<file path="src/rtl/dsp_pkg.sv">
// dsp_pkg -- shared definitions for the DSP multiply-accumulate slice.
//   OPMODE bit positions, Z-mux encodings and the saturation limit helper.
package dsp_pkg;

  // OPMODE bit positions; bits [7:6] are reserved and never decoded.
  localparam int OP_PRE_EN   = 0;  // pre-adder enable
  localparam int OP_PRE_SUB  = 1;  // pre-adder computes D-B instead of D+B
  localparam int OP_Z_LO     = 2;  // Z mux select, low bit
  localparam int OP_Z_HI     = 3;  // Z mux select, high bit
  localparam int OP_POST_SUB = 4;  // post-adder computes Z-M-cin
  localparam int OP_CIN_EN   = 5;  // carry-in enable

  // Z mux source encodings (OPMODE[3:2]).
  typedef enum logic [1:0] {
    Z_ZERO = 2'b00,
    Z_C    = 2'b01,
    Z_PCIN = 2'b10,
    Z_P    = 2'b11
  } zmux_e;

  // Widest P supported by the saturation helper.
  localparam int SAT_MAX_W = 128;

  // Saturation limit for a w-bit signed result: -2^(w-1) when neg, else
  // 2^(w-1)-1. Bits at and above w are don't-care for the caller.
  function automatic logic [SAT_MAX_W-1:0] sat_limit(input logic neg, input int w);
    logic [SAT_MAX_W-1:0] v;
    for (int i = 0; i < SAT_MAX_W; i++) begin
      if (i < w - 1) begin
        v[i] = ~neg;
      end else begin
        v[i] = neg;
      end
    end
    return v;
  endfunction

endpackage

</file>
<file path="src/rtl/dsp_post_acc.sv">
// dsp_post_acc -- stage 3 of the MAC pipe: Z mux, post add/subtract with
// carry-in, carry-out and signed overflow detection, optional saturation,
// and the P register.
// Ports:
//   clk, rst_n        clock, async active-low reset
//   i_ce              global clock enable (freezes everything when 0)
//   i_valid           stage-2 valid; P/CARRYOUT/OVF only load when set
//   i_zsel            Z mux select (zmux_e encoding)
//   i_sub             1: Z-M-cin, 0: Z+M+cin
//   i_cin             effective carry-in (already gated by its enable)
//   i_c, i_pcin       Z sources C and cascade input (stage-2 aligned)
//   i_m               signed product from stage 2
//   o_p, o_carry      registered result and carry-out
//   o_ovf, o_valid    registered overflow flag and output valid
module dsp_post_acc
  import dsp_pkg::*;
#(
  parameter int P_W = 48,
  parameter int M_W = 37,
  parameter int SAT = 0
) (
  input  logic                  clk,
  input  logic                  rst_n,
  input  logic                  i_ce,
  input  logic                  i_valid,
  input  logic [1:0]            i_zsel,
  input  logic                  i_sub,
  input  logic                  i_cin,
  input  logic [P_W-1:0]        i_c,
  input  logic [P_W-1:0]        i_pcin,
  input  logic signed [M_W-1:0] i_m,
  output logic [P_W-1:0]        o_p,
  output logic                  o_carry,
  output logic                  o_ovf,
  output logic                  o_valid
);

  logic [P_W-1:0]        r_p;
  logic                  r_carry;
  logic                  r_ovf;
  logic                  r_valid;

  logic [P_W-1:0]        w_z;
  logic signed [P_W-1:0] w_m_ext;
  logic [P_W:0]          w_z_sx;
  logic [P_W:0]          w_m_sx;
  logic [P_W:0]          w_z_zx;
  logic [P_W:0]          w_m_zx;
  logic [P_W:0]          w_cin_x;
  logic [P_W:0]          w_ssum;
  logic [P_W:0]          w_usum;
  logic                  w_ovf;
  logic [SAT_MAX_W-1:0]  w_lim_full;
  logic [P_W-1:0]        w_p_next;

  assign w_m_ext = P_W'(i_m);

  // Sign-extended operands give the true signed result; zero-extended ones
  // give the unsigned sum whose top bit is the carry-out.
  assign w_z_sx  = {w_z[P_W-1], w_z};
  assign w_m_sx  = {w_m_ext[P_W-1], w_m_ext};
  assign w_z_zx  = {1'b0, w_z};
  assign w_m_zx  = {1'b0, w_m_ext};
  assign w_cin_x = {{P_W{1'b0}}, i_cin};

  assign w_ssum = i_sub ? (w_z_sx - w_m_sx - w_cin_x) : (w_z_sx + w_m_sx + w_cin_x);
  assign w_usum = i_sub ? (w_z_zx - w_m_zx - w_cin_x) : (w_z_zx + w_m_zx + w_cin_x);

  // The P_W+1-bit signed sum cannot itself overflow, so a disagreement
  // between its top two bits means the P_W-bit result did.
  assign w_ovf      = w_ssum[P_W] ^ w_ssum[P_W-1];
  assign w_lim_full = sat_limit(w_ssum[P_W], P_W);

  // Z source selection; Z_P feeds back the live P register.
  always_comb begin
    w_z = {P_W{1'b0}};
    case (zmux_e'(i_zsel))
      Z_ZERO:  w_z = {P_W{1'b0}};
      Z_C:     w_z = i_c;
      Z_PCIN:  w_z = i_pcin;
      Z_P:     w_z = r_p;
      default: w_z = {P_W{1'b0}};
    endcase
  end

  // Next P value: clamp on overflow in saturating mode, otherwise wrap.
  always_comb begin
    w_p_next = w_ssum[P_W-1:0];
    if ((SAT != 0) && w_ovf) begin
      w_p_next = w_lim_full[P_W-1:0];
    end else begin
      w_p_next = w_ssum[P_W-1:0];
    end
  end

  // Stage-3 registers: valid follows CE; result only loads for valid samples.
  always_ff @(posedge clk or negedge rst_n) begin
    if (!rst_n) begin
      r_p     <= {P_W{1'b0}};
      r_carry <= 1'b0;
      r_ovf   <= 1'b0;
      r_valid <= 1'b0;
    end else if (i_ce) begin
      r_valid <= i_valid;
      if (i_valid) begin
        r_p     <= w_p_next;
        r_carry <= w_usum[P_W];
        r_ovf   <= w_ovf;
      end
    end
  end

  assign o_p     = r_p;
  assign o_carry = r_carry;
  assign o_ovf   = r_ovf;
  assign o_valid = r_valid;

endmodule

</file>
<file path="src/rtl/dsp_mac_pipe.sv">
// dsp_mac_pipe -- three-stage signed multiply-accumulate slice.
//   Stage 1 registers all inputs, stage 2 forms M = A * (D+/-B or B),
//   stage 3 (dsp_post_acc) forms P = Z +/- M +/- cin.
// Ports:
//   clk, RSTN               clock, async active-low reset
//   CE, IN_VALID            clock enable, input sample valid
//   A, B, D, C, PCIN        data inputs (signed)
//   CARRYIN, OPMODE         carry-in, operation select
//   OUT_VALID               result valid (3 enabled cycles after accept)
//   P, PCOUT                result and cascade copy
//   M                       product register
//   BCOUT                   stage-1 B register
//   CARRYOUT, OVF           carry-out and signed overflow of the last result
module dsp_mac_pipe
  import dsp_pkg::*;
#(
  parameter int A_W = 18,
  parameter int B_W = 18,
  parameter int P_W = 48,
  parameter int SAT = 0
) (
  input  logic                   clk,
  input  logic                   RSTN,
  input  logic                   CE,
  input  logic                   IN_VALID,
  input  logic [A_W-1:0]         A,
  input  logic [B_W-1:0]         B,
  input  logic [B_W-1:0]         D,
  input  logic [P_W-1:0]         C,
  input  logic [P_W-1:0]         PCIN,
  input  logic                   CARRYIN,
  input  logic [7:0]             OPMODE,
  output logic                   OUT_VALID,
  output logic [P_W-1:0]         P,
  output logic [P_W-1:0]         PCOUT,
  output logic [A_W+B_W:0]       M,
  output logic [B_W-1:0]         BCOUT,
  output logic                   CARRYOUT,
  output logic                   OVF
);

  localparam int M_W = A_W + B_W + 1;

  if (P_W < M_W) begin : g_width_check
    $error("dsp_mac_pipe: P_W must be at least A_W+B_W+1");
  end

  // Stage 1
  logic signed [A_W-1:0] r_a1;
  logic signed [B_W-1:0] r_b1;
  logic signed [B_W-1:0] r_d1;
  logic [P_W-1:0]        r_c1;
  logic [P_W-1:0]        r_pcin1;
  logic                  r_cin1;
  logic [5:0]            r_op1;
  logic                  r_v1;

  // Stage 2
  logic signed [M_W-1:0] r_m2;
  logic [P_W-1:0]        r_c2;
  logic [P_W-1:0]        r_pcin2;
  logic                  r_cin2;
  logic [1:0]            r_zsel2;
  logic                  r_sub2;
  logic                  r_v2;

  logic signed [B_W:0]   w_d_x;
  logic signed [B_W:0]   w_b_x;
  logic signed [B_W:0]   w_pre;
  logic signed [M_W-1:0] w_a_m;
  logic signed [M_W-1:0] w_pre_m;
  logic signed [M_W-1:0] w_prod;

  // Stage 1: capture every input together; reserved OPMODE bits are dropped.
  always_ff @(posedge clk or negedge RSTN) begin
    if (!RSTN) begin
      r_a1    <= {A_W{1'b0}};
      r_b1    <= {B_W{1'b0}};
      r_d1    <= {B_W{1'b0}};
      r_c1    <= {P_W{1'b0}};
      r_pcin1 <= {P_W{1'b0}};
      r_cin1  <= 1'b0;
      r_op1   <= 6'b000000;
      r_v1    <= 1'b0;
    end else if (CE) begin
      r_a1    <= A;
      r_b1    <= B;
      r_d1    <= D;
      r_c1    <= C;
      r_pcin1 <= PCIN;
      r_cin1  <= CARRYIN;
      r_op1   <= OPMODE[5:0];
      r_v1    <= IN_VALID;
    end
  end

  assign w_d_x = (B_W+1)'(r_d1);
  assign w_b_x = (B_W+1)'(r_b1);

  // Pre-adder: D+/-B on B_W+1 bits so the sum never wraps, or plain B.
  always_comb begin
    w_pre = w_b_x;
    if (r_op1[OP_PRE_EN]) begin
      if (r_op1[OP_PRE_SUB]) begin
        w_pre = w_d_x - w_b_x;
      end else begin
        w_pre = w_d_x + w_b_x;
      end
    end else begin
      w_pre = w_b_x;
    end
  end

  assign w_a_m   = M_W'(r_a1);
  assign w_pre_m = M_W'(w_pre);
  assign w_prod  = w_a_m * w_pre_m;

  // Stage 2: product register plus the controls and Z sources stage 3 needs.
  always_ff @(posedge clk or negedge RSTN) begin
    if (!RSTN) begin
      r_m2    <= {M_W{1'b0}};
      r_c2    <= {P_W{1'b0}};
      r_pcin2 <= {P_W{1'b0}};
      r_cin2  <= 1'b0;
      r_zsel2 <= 2'b00;
      r_sub2  <= 1'b0;
      r_v2    <= 1'b0;
    end else if (CE) begin
      r_m2    <= w_prod;
      r_c2    <= r_c1;
      r_pcin2 <= r_pcin1;
      r_cin2  <= r_cin1 & r_op1[OP_CIN_EN];
      r_zsel2 <= r_op1[OP_Z_HI:OP_Z_LO];
      r_sub2  <= r_op1[OP_POST_SUB];
      r_v2    <= r_v1;
    end
  end

  logic [P_W-1:0] w_p;

  dsp_post_acc #(
    .P_W (P_W),
    .M_W (M_W),
    .SAT (SAT)
  ) u_post_acc (
    .clk     (clk),
    .rst_n   (RSTN),
    .i_ce    (CE),
    .i_valid (r_v2),
    .i_zsel  (r_zsel2),
    .i_sub   (r_sub2),
    .i_cin   (r_cin2),
    .i_c     (r_c2),
    .i_pcin  (r_pcin2),
    .i_m     (r_m2),
    .o_p     (w_p),
    .o_carry (CARRYOUT),
    .o_ovf   (OVF),
    .o_valid (OUT_VALID)
  );

  assign P     = w_p;
  assign PCOUT = w_p;
  assign M     = r_m2;
  assign BCOUT = r_b1;

endmodule

</file>
<file path="config.mk">
export PLATFORM = sky130hd
export DESIGN_NAME = dsp_mac_pipe
export DESIGN_NICKNAME = d
export VERILOG_FILES = /design/src/rtl/dsp_pkg.sv /design/src/rtl/dsp_post_acc.sv /design/src/rtl/dsp_mac_pipe.sv
export SDC_FILE = /design/constraint.sdc
export NUM_CORES = 2
export LEC_CHECK = 0
export CAP_MARGIN = 20
export CORE_MARGIN = 2
export CORE_UTILIZATION = 46
export DETAILED_ROUTE_END_ITERATION = 10
export PLACE_DENSITY = 0.69
export SYNTH_ARGS = -nofsm -noshare
export SYNTH_HDL_FRONTEND = slang
export SYNTH_HIERARCHICAL = 1
export SYNTH_SLANG_ARGS = --single-unit
</file>
<file path="constraint.sdc">
create_clock -name clk -period 8.7 [get_ports clk]
set_clock_uncertainty 0.05 [all_clocks]
set_input_delay 2.61 -clock clk [delete_from_list [all_inputs] [get_ports clk]]
set_output_delay 2.61 -clock clk [all_outputs]
set_load 0.01 [all_outputs]
</file>
# ---- Word level (Yosys, flattened, before mapping)
# Index checks and enable logic that the tools add are counted.
dict set report op_classes {
  add_sub_neg 10
  bitwise 2
  n_eq_ne 3
  mul 1
  reduce_logical 2
  muxes 5
}
# cell n
set ops {}
lappend ops {{48-bit one-hot mux with 4 select lines} 1}
lappend ops {{49-bit by 1-bit adder with 49-bit output} 2}
lappend ops {{49-bit 2-to-1 mux} 2}
lappend ops {{49-bit by 1-bit subtractor with 49-bit output} 2}
lappend ops {{48-bit by 37-bit adder with 49-bit output} 1}
lappend ops {{48-bit by 48-bit adder with 49-bit output} 1}
lappend ops {{48-bit by 37-bit subtractor with 49-bit output} 1}
lappend ops {{48-bit by 48-bit subtractor with 49-bit output} 1}
lappend ops {{19-bit 2-to-1 mux} 2}
lappend ops {{18-bit by 19-bit multiplier with 37-bit output} 1}
lappend ops {{18-bit by 18-bit adder with 19-bit output} 1}
lappend ops {{18-bit by 18-bit subtractor with 19-bit output} 1}
lappend ops {{2-bit equality test, second input constant} 2}
lappend ops {{2-bit by 1-bit equality test with 1-bit output, second input constant} 1}
lappend ops {{2-bit logical NOT} 1}
lappend ops {{2-bit AND reduction} 1}
lappend ops {{1-bit AND} 1}
lappend ops {{1-bit bitwise XOR} 1}
dict set report totals {
  ff_bits 347
  elab_cells 42
  input_bits 163
}

# ---- Depth between registers and ports, before layout
dict set report logic_depth {
  word_depth 6
  ltp_mapped 37
  ltp_nobuf 36
}

# ---- Hierarchy
# The synthesis kept the hierarchy.
# module area_per_inst_um2 instances cells_each
set modules_own_cells {}
lappend modules_own_cells {dsp_mac_pipe 25718.4 1 2391}
lappend modules_own_cells {dsp_post_acc 9790.6 1 1334}

# ---- Least setup slack after synthesis
# OpenSTA, ideal clock, no wires.
dict set report synth_timing {
  path_kind {reg-to-reg}
  startpoint {register r_b1[5] (netlist: BCOUT[5])}
  endpoint {register r_m2[32] (netlist: M[32])}
  stages_incl_launch_ff 33
  n_path_buf 1
  setup_slack_ns -0.673
  period_less_slack_ns 9.373
  arrival_time_ns 9.198
  cell_sequence {dfrtp_1 -> or4_4 -> nor4_4 -> nor2b_1 -> a21oi_1 -> xnor2_1 -> ha_1 -> a21o_1 -> a21o_1 -> a21o_1 -> and2_1 -> nor3_1 -> nor3_1 -> or4_4 -> buf_6 -> and2_4 -> fa_1 -> fa_1 -> ha_1 -> inv_1 -> fa_1 -> inv_1 -> fa_1 -> inv_1 -> fa_1 -> inv_1 -> ha_1 -> and2_1 -> a221o_1 -> o31ai_1 -> o21bai_1 -> xor2_1 -> mux2_2}
}
dict set report synth_via {
  elab_chain_cells 4
}
# element line
set synth_lines {}
lappend synth_lines {{start, declared} dsp_mac_pipe.sv:50} ;# logic signed [B_W-1:0] r_b1;
lappend synth_lines {{start signal, assigned} dsp_mac_pipe.sv:78} ;# r_b1 <= {B_W{1'b0}};
lappend synth_lines {{18-bit by 18-bit adder with 19-bit output / 18-bit by 18-bit subtractor with 19-bit output (equally long branches)} {dsp_mac_pipe.sv:107, dsp_mac_pipe.sv:105}}
lappend synth_lines {{19-bit 2-to-1 mux} dsp_mac_pipe.sv:104} ;# if (r_op1[OP_PRE_SUB]) begin
lappend synth_lines {{19-bit 2-to-1 mux *} dsp_mac_pipe.sv:103} ;# if (r_op1[OP_PRE_EN]) begin
lappend synth_lines {{18-bit by 19-bit multiplier with 37-bit output *} dsp_mac_pipe.sv:116} ;# assign w_prod = w_a_m * w_pre_m;
lappend synth_lines {{end signal, assigned} dsp_mac_pipe.sv:121} ;# r_m2 <= {M_W{1'b0}};
lappend synth_lines {{end signal, assigned} dsp_mac_pipe.sv:129} ;# r_m2 <= w_prod;
lappend synth_lines {{end, declared} dsp_mac_pipe.sv:59} ;# logic signed [M_W-1:0] r_m2;
# Mark *: on every way between the ends. The rest lies on a longest branch, timed or not.
# A chain may end at the register's enable or synchronous reset.

# ---- Worst setup path after layout
dict set report layout_timing {
  startpoint {register r_b1[6] (netlist: BCOUT[6])}
  endpoint {register r_m2[32] (netlist: M[32])}
}
# Same word-level chain as after synthesis.

==> impl_metrics.json <==
{
  "outcome": "finished with violations",
  "violations": "negative setup slack",
  "synthMuxAreaShare_pct": 10.8,
  "num_rows": 101,
  "cts_tree": "yes",
  "nets": 4858,
  "clk_pin_slew_ns": 0.06,
  "synthArstFlopShare_pct": 100,
  "dr.pass1.iters": 5,
  "placed_cells": 5056,
  "track_usage_pct": 24.1,
  "reg2reg_slack_ns": -0.05,
  "hpwl_mm": 74.4,
  "rsz0062_at_grt": "yes",
  "vias_per_cell": 5.32,
  "fin_ws_ns": -0.0471,
  "grt_max_degree": 161,
  "clockBufferDepth": 3,
  "cts_max_level": 2,
  "r2r-start": "BCOUT[6]",
  "ys_seq_area_share_pct": 24.5,
  "clock_latency_ns": 0.59,
  "syn_area_um2": 35500,
  "globalRouteOverflowTotal": 0,
  "synthCells": 3725,
  "yosysWarnings": 6,
  "die_width_um": 282,
  "synth_xor_area_share_pct": 3.58,
  "post_synth_fa_ha_maj_area_fraction_pct": 28.4,
  "wl_mm": 95.0,
  "slowest_stage": "or4_4",
  "ios": 317,
  "num_vias": 27400,
  "final_design_area_no_fill_um2": 42800,
  "synth_compound_area_share_pct": 11.7,
  "hold_viol": 0,
  "drcViolationCount": 0,
  "port_buffers": 314,
  "hold_start": "u_post_acc/o_carry",
  "die_h_um": 282,
  "antenna_found_initial": 2,
  "tns_ns": -0.0923,
  "synth_area_per_cell_um2": 9.53,
  "end_kind": "flop",
  "finalNonFillerCells": 5155,
  "setup_viol": 3,
  "fmax_mhz": 114,
  "tightestPinTransition_ns": 1.02,
  "critPathLaunchType": "flop",
  "drv_cap": 0,
  "cpPeakStageDelay_ns": 0.57,
  "drtIter0Drc": 1729,
  "die_area_um2": 79400,
  "hp-class": "flop to flop",
  "slew_violations": 0,
  "synthSimpleGateAreaFrac_pct": 11.9,
  "synth-edff-count": 0,
  "place_congestion": 0.935,
  "min_period_over_period_pct": 101,
  "ant_nets": 0,
  "synth_top_family_by_area": "adder cells",
  "cp.required_ns": 9.12,
  "drive_gt1_share_pct": 19.2,
  "cts.sinks": 347,
  "hold_depth": 1,
  "start_util_pct": 46.6,
  "fillCellCount": 6645,
  "ys_types": 88,
  "cts_root_buf": "clkbuf_16",
  "post_dp_cell_area_um2": 40800,
  "layout_min_cycle_time_ns": 8.75,
  "areaGrowthSynthToFinish_pct": 20.6,
  "arrival_ns": 9.16,
  "relSlewSlack_pct": 31.2,
  "path_class": "flop to flop",
  "grt_first_pass_wirelength_mm": 153,
  "synth-seq-cells": 347,
  "reg2reg_depth": 35,
  "hold_ws_ns": 0.439,
  "routedWlPerCell_um": 18.4,
  "path_max_fanout": 6,
  "cts_made_buffers": 42,
  "core-area_um2": 76200,
  "min_to": "u_post_acc/o_carry",
  "syn_nets": 4488,
  "r2r-end": "M[32]",
  "synth-main-ff-cell": "dfrtp_1",
  "crit_top_cell": "fa_1",
  "grt_pass1_vias": 27800
}
-- how the worst max path moves through the flow --
stage                  start    end  slack [ns]
floorplan           BCOUT[6]  M[32]       -0.07
global placement    BCOUT[5]  M[32]       -0.22
detailed placement  BCOUT[5]  M[36]       -0.37
CTS                 BCOUT[6]  M[32]       -0.02
global route        BCOUT[6]  M[32]       -0.44
finish              BCOUT[6]  M[32]       -0.05
-- state kept, by name, indices dropped and copies added, names as in the netlist, 2 cells and up --
name / count
BCOUT: 18
r_op1: 6
r_zsel2: 2
r_pcin1: 48
u_post_acc/o_p: 48
r_c1: 48
r_c2: 48
r_d1: 18
r_a1: 18
M: 37
r_pcin2: 48
-- layout make-up --
type                            count  area [µm²]  share of cell area, %
Antenna cell                        1        2.50                0.00585
Timing Repair Buffer              533        4980                   11.6
Inverter                          600        2260                   5.28
Clock inverter                     16         198                  0.462
Clock buffer                       57        1180                   2.75
Sequential cell                   347        8690                   20.3
Tap cell                         1030        1290                   3.01
Multi-Input combinational cell   2571       24200                   56.6
-- routing by layer --
layer  vias to the layer above  routed length (µm)  global-route usage (%)
met1                     13700               41800                    32.8
li1                      13000                   -                       -
met4                         2                2000                    5.43
met2                       682               45600                    40.5
met3                       106                5520                    3.85
met5                         -                  10                       0
-- placed cells by master (no fill, tap or decap), types with 16 or more instances in the layout --
| master | netlist | layout |
|---|---|---|
| nand2_1 | 312 | 305 |
| o31ai_1 | 26 | 22 |
| o21bai_1 | 25 | 25 |
| o21ai_0 | 131 | 120 |
| nand3_1 | 28 | 27 |
| ha_1 | 256 | 242 |
| o211ai_1 | 24 | 24 |
| dfrtp_1 | 347 | 343 |
| nor2_1 | 117 | 114 |
| mux2_2 | 329 | 328 |
| nand4_1 | 23 | 23 |
| and2_1 | 151 | 141 |
| nand2b_1 | 26 | 26 |
| inv_1 | 594 | 567 |
| fa_1 | 344 | 333 |
| a31oi_1 | 17 | 16 |
| xor2_1 | 26 | 26 |
| xnor2_1 | 119 | 117 |
| nor3_1 | 45 | 40 |
| a21o_1 | 47 | 47 |
| a22oi_1 | 55 | 55 |
| and2_4 | 14 | 23 |
| a211oi_1 | 26 | 20 |
| nor2b_1 | 33 | 30 |
| inv_2 | 5 | 29 |
| clkbuf_16 | 0 | 42 |
| a21oi_1 | 181 | 165 |
| clkdlybuf4s50_1 | 0 | 312 |
| buf_4 | 48 | 195 |
-- cell families (layout without fill, tap and decap cells) --
family | Yosys count | in the layout
AOI/OAI and AO/OA | 645 | 645
xor gates and xnor gates | 145 | 145
adders and majority gates | 601 | 601
buffers and inverters | 807 | 1206
DFF | 347 | 347
muxes | 341 | 341
other | 0 | 1
and+or+nand+nor | 839 | 839
-- per-stage QoR --
step | setup WS (ns) | util (%)
after floorplan | -0.0734 | -
after global placement | -0.219 | 53.5
after detailed placement | -0.368 | 53.5
after CTS | -0.0216 | 55.6
after global routing | -0.445 | 56.2
final | -0.0471 | 56.2
-- cell usage after synthesis, types with 6 or more instances --
master / n / area share [%]
a211o_1: 6 / 0.15
ha_1: 256 / 9.0
xnor2_1: 119 / 2.9
o211ai_1: 24 / 0.51
mux2i_1: 10 / 0.28
a221o_1: 8 / 0.23
or2_2: 11 / 0.19
xor2_1: 26 / 0.64
and3_1: 16 / 0.28
nand2b_1: 26 / 0.46
a211oi_1: 26 / 0.55
nor3_1: 45 / 0.63
nand3_1: 28 / 0.39
buf_1: 9 / 0.095
nor3b_1: 6 / 0.13
a31oi_1: 17 / 0.30
nor2b_1: 33 / 0.58
inv_1: 594 / 6.3
dfrtp_1: 347 / 24
clkbuf_1: 144 / 1.5
a21o_1: 47 / 0.99
o21ai_1: 6 / 0.085
o31ai_1: 26 / 0.55
mux2_2: 329 / 10
and2_4: 14 / 0.35
fa_1: 344 / 19
o21a_1: 15 / 0.32
o21ai_0: 131 / 1.8
nor2_1: 117 / 1.2
and2_1: 151 / 2.7
buf_4: 48 / 1.0
nand2_1: 312 / 3.3
or3_1: 12 / 0.21
a21oi_1: 181 / 2.6
o21bai_1: 25 / 0.53
a21boi_0: 8 / 0.17
a41oi_1: 7 / 0.17
a22oi_1: 55 / 1.2
o22ai_1: 7 / 0.12
nor4_1: 15 / 0.26
nand4_1: 23 / 0.41
-- repair_timing --
action,in CTS,in global routing
resized for setup,38,93
pin swaps,40,55
setup buffers,11,14
endpoints found under the setup margin,13,21
gates cloned,0,1
hold buffers,0,0
-- critical path, delay by kind of cell (launching register included) --
family / cells / cell delay (ns)
buffers and inverters: 7 / 0.63
AOI/OAI and AO/OA: 10 / 1.93
adders and majority gates: 8 / 3.41
DFF: 1 / 0.38
muxes: 1 / 0.25
and+or+nand+nor: 7 / 1.68
xor gates and xnor gates: 2 / 0.27
Power is not shown: default switching activity piles up to over one toggle a cycle in this logic, so the estimate is an artifact.
